[src/rtl/common_types_pkg.sv]
// Shared types for the memory-side blocks: the word type, the arbiter
// state encoding, the grant encoding and the grant-selection helper.
package common_types_pkg;

    typedef logic [31:0] word_t;

    typedef enum logic [1:0] {
        IDLE,
        ISSUE,
        WAIT,
        RESP
    } arb_state_t;

    typedef enum logic {
        GRANT_I,
        GRANT_D
    } grant_t;

    // Picks the port to serve. A lone requester always wins. When both ports
    // request, round-robin flips away from the previous grant. Fixed priority
    // always favours the data port.
    function automatic grant_t pickGrant(
        input logic   iReq,
        input logic   dReq,
        input grant_t lastGrant,
        input logic   rrEn
    );
        grant_t result;
        result = GRANT_I;
        if (iReq && dReq) begin
            if (!rrEn) begin
                result = GRANT_D;
            end else if (lastGrant == GRANT_I) begin
                result = GRANT_D;
            end else begin
                result = GRANT_I;
            end
        end else if (dReq) begin
            result = GRANT_D;
        end
        return result;
    endfunction

endpackage

[src/rtl/mem_arbiter.sv]
// Two-port (instruction/data) arbiter in front of a single RAM port with a
// ready handshake. Each access walks IDLE -> ISSUE -> WAIT -> RESP. A WAIT that
// runs too long is abandoned with a one-cycle abort pulse.
module mem_arbiter
    import common_types_pkg::*;
#(
    parameter bit          RR_EN        = 1'b1,
    parameter int unsigned RAM_WAIT_MAX = 255
) (
    input  logic  clk,
    input  logic  rst,
    input  logic  iren,
    input  word_t iaddr,
    output word_t iload,
    output logic  ihit,
    input  logic  dren,
    input  logic  dwen,
    input  word_t daddr,
    input  word_t dstore,
    output word_t dload,
    output logic  dhit,
    output word_t ram_addr,
    output word_t ram_store,
    output logic  ram_ren,
    output logic  ram_wen,
    input  word_t ram_load,
    input  logic  ram_ready,
    output logic  abort
);

    // The WAIT counter runs 0 .. RAM_WAIT_MAX-1. The abort fires when ready
    // is still low in the cycle where the counter sits on its last value.
    localparam int CNT_W = (RAM_WAIT_MAX < 2) ? 1 : $clog2(RAM_WAIT_MAX);
    localparam logic [CNT_W-1:0] WAIT_LAST = CNT_W'(RAM_WAIT_MAX - 1);

    arb_state_t       r_state;
    grant_t           r_lastGrant;
    logic [CNT_W-1:0] r_waitCnt;

    logic   w_dReq;
    logic   w_anyReq;
    grant_t w_grantNext;

    // Request decode and grant selection. This is only acted upon in IDLE.
    always_comb begin
        w_dReq      = dren | dwen;
        w_anyReq    = iren | w_dReq;
        w_grantNext = pickGrant(iren, w_dReq, r_lastGrant, RR_EN);
    end

    // Access sequencer. All outputs are registered and change on state transitions.
    always_ff @(posedge clk) begin
        if (rst) begin
            r_state     <= IDLE;
            r_lastGrant <= GRANT_I;
            r_waitCnt   <= '0;
            ram_addr    <= '0;
            ram_store   <= '0;
            ram_ren     <= 1'b0;
            ram_wen     <= 1'b0;
            iload       <= '0;
            dload       <= '0;
            ihit        <= 1'b0;
            dhit        <= 1'b0;
            abort       <= 1'b0;
        end else begin
            ihit  <= 1'b0;
            dhit  <= 1'b0;
            abort <= 1'b0;
            case (r_state)
                IDLE: begin
                    if (w_anyReq) begin
                        r_lastGrant <= w_grantNext;
                        if (w_grantNext == GRANT_D) begin
                            ram_addr  <= daddr;
                            ram_store <= dstore;
                            ram_wen   <= dwen;
                            ram_ren   <= ~dwen;
                        end else begin
                            ram_addr  <= iaddr;
                            ram_store <= '0;
                            ram_wen   <= 1'b0;
                            ram_ren   <= 1'b1;
                        end
                        r_state <= ISSUE;
                    end
                end
                ISSUE: begin
                    r_waitCnt <= '0;
                    r_state   <= WAIT;
                end
                WAIT: begin
                    if (ram_ready) begin
                        ram_ren <= 1'b0;
                        ram_wen <= 1'b0;
                        if (r_lastGrant == GRANT_D) begin
                            dhit <= 1'b1;
                            if (!ram_wen) begin
                                dload <= ram_load;
                            end
                        end else begin
                            ihit  <= 1'b1;
                            iload <= ram_load;
                        end
                        r_state <= RESP;
                    end else if (r_waitCnt == WAIT_LAST) begin
                        ram_ren <= 1'b0;
                        ram_wen <= 1'b0;
                        abort   <= 1'b1;
                        r_state <= IDLE;
                    end else begin
                        r_waitCnt <= r_waitCnt + CNT_W'(1);
                    end
                end
                RESP: begin
                    r_state <= IDLE;
                end
                default: begin
                    r_state <= IDLE;
                end
            endcase
        end
    end

endmodule

[config.mk]
export PLATFORM = sky130hd
export DESIGN_NAME = mem_arbiter
export DESIGN_NICKNAME = d
export VERILOG_FILES = /design/src/rtl/common_types_pkg.sv /design/src/rtl/mem_arbiter.sv
export SDC_FILE = /design/constraint.sdc
export NUM_CORES = 1
export LEC_CHECK = 0
export ABC_CLOCK_PERIOD_IN_PS = 2700
export CORE_MARGIN = 2
export CORE_UTILIZATION = 30
export CTS_BUF_LIST = sky130_fd_sc_hd__clkbuf_4 sky130_fd_sc_hd__clkbuf_8 sky130_fd_sc_hd__clkbuf_16
export DETAILED_ROUTE_END_ITERATION = 6
export GPL_TIMING_DRIVEN = 0
export SLEW_MARGIN = 20
export SYNTH_ARGS = -nofsm -noshare
export SYNTH_HDL_FRONTEND = slang
export SYNTH_SLANG_ARGS = --single-unit
export TNS_END_PERCENT = 30
[constraint.sdc]
create_clock -name clk -period 2.7 [get_ports clk]
set_input_delay 0.27 -clock clk [delete_from_list [all_inputs] [get_ports clk]]
set_output_delay 0.27 -clock clk [all_outputs]
set_load 0.01 [all_outputs]
### Word level (Yosys, flattened, before mapping)

Index checks and enable logic that the tools add are counted.
W data, S select, Z words.

* word-level logic and storage cells: 62
* memories: 0
* bits in latches: 0
* memory bits (read-only): 0
* register bits after elaboration: 144
* output and inout bits: 133
* memory bits (writable): 0

* shift operators: 0
* magnitude comparators: 0
* muxes and demuxes: 22
* reductions and logical operators: 12
* multiply operators: 0
* equal/unequal tests: 8
* divide/modulo/power cells: 0
* add/subtract/negate cells: 1
* bitwise operators: 7

Operator list (count)
* $mux W32: 2
* $mux W8: 2
* $pmux W8 S2: 1
* $mux W1: 11
* $reduce_and A3 Y1: 3
* $add A8 B1 Y8 const B: 1
* $eq A8 B8 Y1 const B: 1
* $pmux W2 S4: 1
* $mux W2: 3
* $ne A2 B2 Y1 const B: 3
* $reduce_or A3 Y1: 2
* $not A1 Y1: 5
* $eq A2 B2 Y1 const B: 2
* $pmux W1 S2: 2
* $reduce_and A2 Y1: 2
* $reduce_and A4 Y1: 1
* $reduce_bool A2 Y1: 2
* $ne A3 B3 Y1 const B: 1
* $eq A2 B1 Y1 const B: 1
* $logic_not A2 Y1: 1
* $or A1 B1 Y1: 2
* $logic_and A1 B1 Y1: 1

### Logic depth before layout (Yosys ltp)

Gate-level depths: netlist of the first run.

* depth after elaboration: 6
* gate-level depth with buffers: 6
* depth with buffers taken out: 6

### Worst setup path after synthesis of the first run

No wires, ideal clock.

* path type: register -> register
* start point: reg r_waitCnt[0]
* end point: reg r_waitCnt[5]
* arrival time: 1.354 ns
* stages on the path, launching flop included: 7
* clock period less this slack: 1.428 ns
* path slack: 1.272 ns
* data required time: 2.626 ns
* library setup time: 0.074 ns
* buffers on the path: 0
* cells stage by stage: dfxtp_1 > inv_1 > ha_1 > nand3_1 > o21ai_2 > or3_1 > a31oi_1

* cells in the longest elaborated chain, start to end: 4
* elaborated cells between the ends (all ways): 7

Ends and longest elaborated chain
* start: declaration: RTL line mem_arbiter.sv:38 `logic [CNT_W-1:0] r_waitCnt;`
* start signal: assignment: RTL line mem_arbiter.sv:112 `r_waitCnt <= r_waitCnt + CNT_W'(1);`
* $add A8 B1 Y8: RTL line mem_arbiter.sv:112
* $mux W8: RTL line mem_arbiter.sv:106 `end else if (r_waitCnt == WAIT_LAST) begin`
* $mux W8: RTL line mem_arbiter.sv:93 `if (ram_ready) begin`
* $pmux W8 S2: RTL line mem_arbiter.sv:70 `case (r_state)`

Several ways; a longest one is shown, not always the timed one. The select of a mux whose other input is x is not followed.
A chain may end at the register's enable or synchronous reset.

### Worst setup path after layout of the first run

* start point: reg r_lastGrant
* end point: reg dload[19]

* cells in the longest elaborated chain, start to end: 1

Ends and longest elaborated chain
* start: declaration: RTL line mem_arbiter.sv:37 `grant_t r_lastGrant;`
* start signal: assignment: RTL line mem_arbiter.sv:73 `r_lastGrant <= w_grantNext;`
* $reduce_and A4 Y1 (no source line)
* end signal: assignment: RTL line mem_arbiter.sv:99 `dload <= ram_load;`
* end: declaration: RTL line mem_arbiter.sv:20 `output word_t dload,`

Every way passes these cells.

==> run_results.csv, run 1 <==
group,metric,value,unit
yosys,synth_compound_area_share,17.81,%
detailed_routing,avgViaCountPerCell,4.681,
cts,cts.sinks,144,
floorplanning,die-area,19000,sq um
critical_path,critPathBufInv,1,
detailed_routing,drt_wl_total,17630,um
finish,fin_nets,1038,
detailed_routing,first_iter_violations,241,
yosys,synth_area_leader_cell,"dfxtp_1",
cts,post-cts-setup-buffer-count,0,
timing,tightestPinTransition,0.7104,ns
finish,final_cell_mix,"clkdlybuf4s50_1 (265), dfxtp_1 (144), nand2_1 (132)",
global_routing,overflow,0,
yosys,ys_types,38,
yosys,synth_mux_area_share,5.959,%
critical_path,cp_cell_sequence,"nand4b_1 > nor2_1 > clkbuf_1 > nand2_1 > a21oi_1",
yosys,synthSimpleGateAreaFrac,18.11,%
timing,hold_violations,0,
timing,rsz0062_at_grt,"false",
cts,clk_latency,0.41,ns
timing,finalSetupTns,0,ns
global_routing,antenna_found_initial,0,
timing,slew_violations,0,
cts,cts_tree,"built",
power_and_ir_drop,irDropWorstVdd,540.4,uV
yosys,synth_fa_ha_area_share,0.4655,%
critical_path,critPathMaxStageDelay,0.48,ns
critical_path,cp.arrival,2.18,ns
yosys,synth_xor_area_share,0.1629,%
yosys,yosys_warnings,0,
power_and_ir_drop,leakagePower,3.217,nW
placed_design,dp_hpwl,13150,um
critical_path,slowest_stage,"dfxtp_1",
critical_path,rr_worst_depth,5,
critical_path,required,3.03,ns
critical_path,path_class,"register to register",
yosys,synth_top_family_by_area,"simple AND/OR/NAND/NOR gates",
yosys,ys_ff_latch,144,
cts,cts_root_buf,"clkbuf_16",
yosys,ys_seq_area_share,53.63,%
detailed_routing,ant_nets,0,
yosys,synth_top_area_share,53.63,%
detailed_routing,drc,0,
min_path,min_path_type,"input pin to register",
floorplanning,rows,48,
critical_path,cp_top_family,"simple AND/OR/NAND/NOR gates",
critical_path,endpoint_kind,"register",
finish,area_growth_syn_to_layout,66.85,%
finish,drive_above_1_share,5.683,%
yosys,synth_cells,618,
timing,final.min_clock_period,1.847,ns
detailed_routing,via_count,5336,
timing,max-slew-margin-rel,52.28,%
power_and_ir_drop,fin_total_pwr,6.191,mW
global_routing,grt_pass1_vias,5127,
yosys,synthTopCellsByArea,"dfxtp_1 (54%), nand2_1 (9.2%), a21oi_1 (6.7%)",
placed_design,numPortBuffers,265,
global_routing,grt_usage,18.22,%
timing,period_share,68.41,%
yosys,synthArstFlopShare,0,%
critical_path,crit_cells,5,
cts,numCtsBuffers,17,
critical_path,start_kind,"register",
placed_design,place_congestion,0.7498,
yosys,synth_edf_count,0,
cts,cts-htree-levels,4,
min_path,min_path_cells,2,
floorplanning,initial_core_util,30.86,%
timing,fmax,541.4,MHz
detailed_routing,post_drt_wl_per_cell,15.46,um
timing,setup_viol,0,
flow_run,cap_violations,0,
global_routing,grt_pass1_wl,26750,um
yosys,synth_area,5375,sq um
critical_path,worstPathMaxFanout,10,
floorplanning,io_pins,267,
finish,num_antenna_cells,0,
yosys,synth_flop_cell,"dfxtp_1",
floorplanning,die_w,137.9,um
timing,hold-worst-slack,0.3712,ns
cts,clockBufferDepth,2,
yosys,avgSynthCellArea,8.698,sq um
power_and_ir_drop,power_density,690.3,nW/um^2
yosys,synthesis.nets,754,
outcome,status,"complete, no violations",
finish,final_common_cell,"clkdlybuf4s50_1",
cts,cts_resized,0,
floorplanning,core_area,17420,sq um
cts,cts_hold_buf,0,
finish,final_util,51.49,%
detailed_routing,drt_pass1_iterations,4,
global_routing,grt_start_max_net_pins,17,
timing,skew,0.005094,ns
cts,clk_pin_slew,0.06,ns
floorplanning,die_h,137.9,um
[synthesized netlist by cell type (all sizes together) (3+ instances only)]
| master | count |
|---|---|
| nand2b | 6 |
| o21a | 3 |
| nand3 | 10 |
| inv | 4 |
| clkbuf | 29 |
| nand2 | 132 |
| a22oi | 31 |
| a211oi | 32 |
| o21ai | 4 |
| nor2 | 71 |
| nor3 | 5 |
| a21oi | 72 |
| mux2i | 32 |
| dfxtp | 144 |
| buf | 17 |
[flip-flops by register name, indices dropped and copies added (netlist names)]
signal / flops
abort: 1
dhit: 1
dload: 32
ihit: 1
iload: 32
r_lastGrant: 1
r_state: 2
r_waitCnt: 8
ram_addr: 32
ram_ren: 1
ram_store: 32
ram_wen: 1
[final cells by class]
type                    instances  area, sq um
clock buffers                  17        425.4
flip-flops and latches        144         2883
well taps                     225        281.5
repair buffers                265         2653
clock inverters                15        234.0
fillers                      1673         8448
inverters                       4        15.01
multi-input cells             424         2285
plain buffers                  46        192.7
[routing by layer]
| layer | track usage, % | vias up | share of wire, % |
|---|---|---|---|
| li1 | - | 2687 | - |
| met1 | 21.21 | 2444 | 43 |
| met2 | 30.67 | 198 | 46 |
| met3 | 8.260 | 7 | 10 |
| met4 | 4.252 | 0 | 0.73 |
| met5 | 0 | - | 0 |
[cells by family (layout without fill, tap and decap cells)]
kind of cell	count (synthesis)	after routing
XOR/XNOR	1	1
AO/OA/AOI/OAI	151	151
flip-flops	144	144
multiplexers	32	32
AND/OR/NAND/NOR	238	238
adder cells (fa/ha/maj)	2	2
buffers and inverters	50	347
[worst reg2reg max path, stage by stage (launching register included)]
cell,delay (ns)
dfxtp_1,0.48
nand4b_1,0.18
nor2_1,0.38
clkbuf_1,0.45
nand2_1,0.13
a21oi_1,0.15
[final timing paths]
kind	start	endpoint	slack, ns
setup / recovery	r_lastGrant	dload[19]	0.85
hold / removal	rst	r_waitCnt[3]	0.37
setup reg to reg	r_lastGrant	dload[19]	0.85
hold reg to reg	dload[0]	dload[0]	0.45
[stage by stage]
step / cells / setup slack [ns] / area, sq um
after floorplan: 618 / 1.272 / 5375
after global placement: 1108 / 0.5381 / 8309
after detailed placement: 1108 / 0.5051 / 8309
after CTS: 1140 / 0.8324 / 8969
after global routing: 1140 / 0.6738 / 8969
final: 1140 / 0.8528 / 8969
[power by group]
group | internal (mW) | leakage, nW | switching [mW]
clock network | 1.66 | 0.316 | 0.966
registers | 2.29 | 1.18 | 0.0925
logic | 0.624 | 1.72 | 0.561
Note: power is estimated with default switching activity, not from simulation.
==> run 2: changes to the inputs <==
--- a/config.mk
+++ b/config.mk
@@ -5,12 +5,13 @@
 export SDC_FILE = /design/constraint.sdc
 export NUM_CORES = 1
 export LEC_CHECK = 0
-export ABC_CLOCK_PERIOD_IN_PS = 2700
+export ABC_CLOCK_PERIOD_IN_PS = 1600
 export CORE_MARGIN = 2
 export CORE_UTILIZATION = 30
 export CTS_BUF_LIST = sky130_fd_sc_hd__clkbuf_4 sky130_fd_sc_hd__clkbuf_8 sky130_fd_sc_hd__clkbuf_16
 export DETAILED_ROUTE_END_ITERATION = 6
 export GPL_TIMING_DRIVEN = 0
+export PLACE_DENSITY = 0.65
 export SLEW_MARGIN = 20
 export SYNTH_ARGS = -nofsm -noshare
 export SYNTH_HDL_FRONTEND = slang
==> constraint.sdc (replaced) <==
create_clock -name clk -period 1.6 [get_ports clk]
set_input_delay 0.16 -clock clk [delete_from_list [all_inputs] [get_ports clk]]
set_output_delay 0.16 -clock clk [all_outputs]
set_load 0.01 [all_outputs]
==> run_results.csv, run 2 (synthesis gave the netlist of run 1 again) <==
group,metric,value,unit
critical_path,path_class,"register to register",
detailed_routing,drt_wl_total,17370,um
cts,cts-htree-levels,4,
critical_path,start_kind,"register",
timing,finalSetupTns,0,ns
cts,cts_tree,"built",
floorplanning,rows,48,
finish,area_growth_syn_to_layout,66.46,%
timing,fmax,654.7,MHz
detailed_routing,maxUsedRoutingLayer,"met4",
global_routing,grt_usage,18.32,%
critical_path,rr_worst_depth,4,
detailed_routing,wl_met2,8043,um
detailed_routing,met3_length,1613,um
timing,hold_violations,0,
detailed_routing,first_iter_violations,193,
cts,clk_latency,0.42,ns
finish,num_antenna_cells,0,
finish,multi_input_comb_area,2326,sq um
floorplanning,core_area,17420,sq um
finish,seqCellArea,2887,sq um
placed_design,dp_hpwl,12970,um
critical_path,required,1.94,ns
detailed_routing,via_count,5336,
critical_path,r2r_start,"r_state[0]",
finish,n_fill_cell,1695,
finish,fin_area,8947,sq um
timing,final.min_clock_period,1.527,ns
detailed_routing,wl_met1,7427,um
floorplanning,initial_core_util,30.86,%
min_path,min_path_type,"input pin to register",
timing,slew_violations,0,
timing,tightestPinTransition,0.6224,ns
critical_path,rr_endpoint,"r_waitCnt[7]",
finish,final_cell_mix,"clkdlybuf4s50_1 (264), dfxtp_1 (141), nand2_1 (131)",
finish,drive_above_1_share,7.987,%
placed_design,place_area,8309,sq um
detailed_routing,drc,0,
timing,period_share,95.46,%
critical_path,endpoint_kind,"register",
timing,max-slew-margin-rel,58.51,%
critical_path,cp.arrival,1.87,ns
detailed_routing,drt_pass1_iterations,4,
global_routing,grt_start_max_net_pins,17,
placed_design,numPortBuffers,265,
critical_path,startpoint,"r_state[0]",
global_routing,antenna_found_initial,0,
timing,skew,0.007429,ns
floorplanning,die_w,137.9,um
floorplanning,io_pins,267,
floorplanning,die_h,137.9,um
min_path,hp-start,"rst",
min_path,min_path_cells,2,
placed_design,place_congestion,0.7384,
flow_run,cap_violations,0,
min_path,whs_endpoint,"r_waitCnt[3]",
power_and_ir_drop,power_density,1092,nW/um^2
power_and_ir_drop,fin_total_pwr,9.770,mW
outcome,status,"complete, no violations",
power_and_ir_drop,leakagePower,3.224,nW
placed_design,pre_cts_ws,-0.4691,ns
global_routing,grt_pass1_wl,26880,um
critical_path,regToRegSetupSlack,0.07,ns
cts,cts.sinks,144,
detailed_routing,ant_nets,0,
power_and_ir_drop,irDropWorstVdd,773.7,uV
timing,hold-worst-slack,0.2397,ns
detailed_routing,post_drt_wl_per_cell,15.25,um
global_routing,overflow,0,
cts,post-cts-setup-buffer-count,0,
finish,fin_nets,1037,
cts,clockBufferDepth,2,
finish,final_cells,1139,
global_routing,grt_pass1_vias,5238,
cts,clk_pin_slew,0.06,ns
timing,fin_ws,0.07267,ns
placed_design,dp.cells,1108,
cts,cts_root_buf,"clkbuf_16",
finish,final_util,51.37,%
timing,rsz0062_at_grt,"true",
finish,final_common_cell,"clkdlybuf4s50_1",
cts,numCtsBuffers,17,
timing,setup_viol,0,
critical_path,worstPathMaxFanout,8,
floorplanning,die-area,19000,sq um
detailed_routing,avgViaCountPerCell,4.685,
==> run 2: cell count changes in the layout (fill, tap and decap cells not counted), sizes merged <==
cell	previous run	this run
bufinv	5	0
clkinvlp	2	5
inv	7	10
clkbuf	46	44
buf	17	18
clkdlybuf4s50	265	264
clkinv	5	4
dlymetal6s2s	0	1
==> run 2: worst max-delay path by stage <==
stage | end | slack (ns) | cells after the start
6_report | r_waitCnt[7] | 0.07 | 4
5_1_grt | r_waitCnt[5] | -0.02 | 4
4_1_cts | iload[6] | -0.002 | 5
3_5_place_dp | ram_store[9] | -0.47 | 6
3_3_place_gp | dload[25] | -0.47 | 6
2_1_floorplan | r_waitCnt[5] | 0.17 | 6
==> run 2: layout make-up <==
cell class	instances	area share [%]
multi-input combinational	424	26.00
buffer	45	2.587
inverter	4	0.1678
timing repair buffer	265	29.67
clock buffer	17	4.755
sequential	144	32.26
tap	225	3.146
clock inverter	15	1.412
==> run 2: critical path, stage by stage, from the launching register on <==
cell and delay, ns:
dfxtp_2 0.37, nand2b_1 0.19, or2_1 0.25, or4_1 0.50, a21oi_1 0.14
==> run 2: metal layers <==
layer  track usage [%]  vias to the layer above
met5                 0                        -
met4             5.612                        0
met3             7.675                       18
met2             30.03                      198
met1             21.87                     2427
li1                  -                     2693
==> run 2: timing repair <==
action | 4_1_cts | 5_1_grt
gates resized for setup | 21 | 22
setup endpoints to repair | 120 | 129
hold buffers | 0 | 0
==> run 2: where the power goes <==
group	leakage, nW	internal (mW)	switching [mW]
clock	0.257	2.02	1.69
sequential	1.18	3.87	0.163
combinational	1.79	1.08	0.939
total	3.22	6.97	2.80
==> run 3: changes to the inputs <==
--- a/config.mk
+++ b/config.mk
@@ -12,7 +12,8 @@
 export DETAILED_ROUTE_END_ITERATION = 6
 export GPL_TIMING_DRIVEN = 0
 export PLACE_DENSITY = 0.65
-export SLEW_MARGIN = 20
+export SETUP_SLACK_MARGIN = 0.3
+export SLEW_MARGIN = 5
 export SYNTH_ARGS = -nofsm -noshare
 export SYNTH_HDL_FRONTEND = slang
 export SYNTH_SLANG_ARGS = --single-unit
==> run_results.csv, run 3 (synthesis gave the netlist of run 1 again) <==
group,metric,value,unit
detailed_routing,drt_pass1_iterations,4,
power_and_ir_drop,swShare,26.65,%
finish,fin_nets,1085,
min_path,min_path_type,"input pin to register",
detailed_routing,avgViaCountPerCell,4.741,
finish,area_growth_syn_to_layout,92.64,%
timing,rsz0062_at_grt,"true",
cts,clk_pin_slew,0.06,ns
power_and_ir_drop,irDropWorstVdd,729.5,uV
floorplanning,die-area,19000,sq um
flow_run,cap_violations,0,
placed_design,dp_hpwl,12980,um
power_and_ir_drop,clkPwrFrac,38.0,%
placed_design,dp.cells,1108,
timing,max-slew-margin-rel,56.42,%
cts,cts_root_buf,"clkbuf_16",
detailed_routing,post_drt_wl_per_cell,16.14,um
finish,fin_area,10350,sq um
global_routing,grt_start_max_net_pins,17,
global_routing,grt_pass1_vias,5398,
power_and_ir_drop,p_seq_share,37.5,%
detailed_routing,drc,0,
global_routing,antenna_found_initial,1,
cts,cts_tree,"built",
floorplanning,die_h,137.9,um
detailed_routing,ant_nets,0,
cts,cts.sinks,144,
floorplanning,io_pins,267,
timing,period_share,93.99,%
critical_path,slowest_stage,"clkdlybuf4s50_1",
critical_path,cp_cell_sequence,"clkdlybuf4s50_1",
timing,fmax,665.0,MHz
timing,hold_violations,0,
power_and_ir_drop,p_int,7.868,mW
finish,final_common_cell,"clkdlybuf4s50_1",
detailed_routing,via_count,5632,
cts,numCtsBuffers,17,
placed_design,place_area,8397,sq um
cts,clk_latency,0.41,ns
timing,slew_violations,0,
finish,n_fill_cell,1545,
critical_path,endpoint_kind,"primary output",
power_and_ir_drop,power_density,1036,nW/um^2
critical_path,required,1.44,ns
power_and_ir_drop,pwr-share-comb,24.5,%
detailed_routing,first_iter_violations,193,
critical_path,start_kind,"register",
timing,setup_viol,0,
placed_design,pre_cts_ws,-0.4968,ns
power_and_ir_drop,power.switching,2.858,mW
timing,fin_ws,0.09619,ns
critical_path,critPathBufInv,1,
cts,cts-htree-levels,4,
floorplanning,die_w,137.9,um
critical_path,worstPathMaxFanout,2,
placed_design,numPortBuffers,265,
critical_path,cp.arrival,1.34,ns
timing,final.min_clock_period,1.504,ns
global_routing,overflow,0,
floorplanning,core_area,17420,sq um
floorplanning,initial_core_util,30.86,%
critical_path,cp_top_family,"buffers and inverters",
global_routing,grt_pass1_wl,28500,um
cts,clockBufferDepth,2,
finish,final_cell_mix,"clkdlybuf4s50_1 (222), dfxtp_1 (134), nand2_1 (111)",
critical_path,critPathMaxStageDelay,0.55,ns
timing,tightestPinTransition,0.6538,ns
power_and_ir_drop,leakagePower,4.438,nW
detailed_routing,drt_wl_total,19170,um
finish,final_cells,1188,
placed_design,place_congestion,0.7716,
outcome,status,"complete, no violations",
timing,skew,0.008184,ns
critical_path,path_class,"register to primary output",
floorplanning,rows,48,
finish,drive_above_1_share,21.00,%
global_routing,grt_usage,19.66,%
## run 3: metal layers
layer	routed length, um	track usage, %	share of wire, %
met1	7843	23.41	41
met2	9415	32.78	49
met3	1680	7.566	8.8
met4	233	6.009	1.2
met5	0	0	0
## run 3: area by class of cell
| type | count | area (sq um) | share of cell area (%) |
|---|---|---|---|
| multi-input combinational | 424 | 2703 | 26.10 |
| antenna | 1 | 2.502 | 0.02417 |
| tap | 225 | 281.5 | 2.719 |
| clock buffer | 19 | 446.7 | 4.314 |
| sequential | 144 | 2915 | 28.15 |
| buffer | 46 | 509.2 | 4.918 |
| timing repair buffer | 312 | 3321 | 32.07 |
| inverter | 4 | 17.52 | 0.1692 |
| clock inverter | 13 | 158.9 | 1.535 |
## run 3: power by group through the flow
stage / registers (mW) / clock network, mW / logic (mW)
2_1_floorplan: 4.22 / 0 / 0.779
3_3_place_gp: 4.09 / 0 / 2.03
3_5_place_dp: 4.10 / 0 / 2.03
4_1_cts: 4.03 / 4.17 / 2.43
5_1_grt: 4.05 / 4.34 / 2.82
6_report: 4.02 / 4.08 / 2.62
## run 3: stage by stage
stage          total power, mW  TNS [ns]  utilization (%)  hold WS (ns)
2_1_floorplan            4.996         0                -        0.2960
3_3_place_gp             6.122    -44.79            48.21        0.4412
3_5_place_dp             6.129    -46.99            48.21        0.4469
4_1_cts                  10.63         0            56.24        0.2814
5_1_grt                  11.22         0            59.45        0.3112
6_report                 10.73         0            59.45        0.2827
## run 3: path summary, 6_finish.rpt
check / start / to / slack (ns) / cells past startpoint
worst max-delay path: iload[23] / iload[23] / 0.1 / 1
worst min-delay path: rst / r_waitCnt[3] / 0.28 / 2
worst max register to register: r_state[0] / iload[26] / 0.11 / 7
worst min register to register: iload[31] / iload[31] / 0.45 / 2
## run 3: repair_timing
item                       in CTS  in global routing
pin swaps                      28                 26
resized for setup             122                127
buffers inserted               18                 16
hold buffers                    0                  0
gates cloned                   11                  2
setup endpoints to repair     272                274
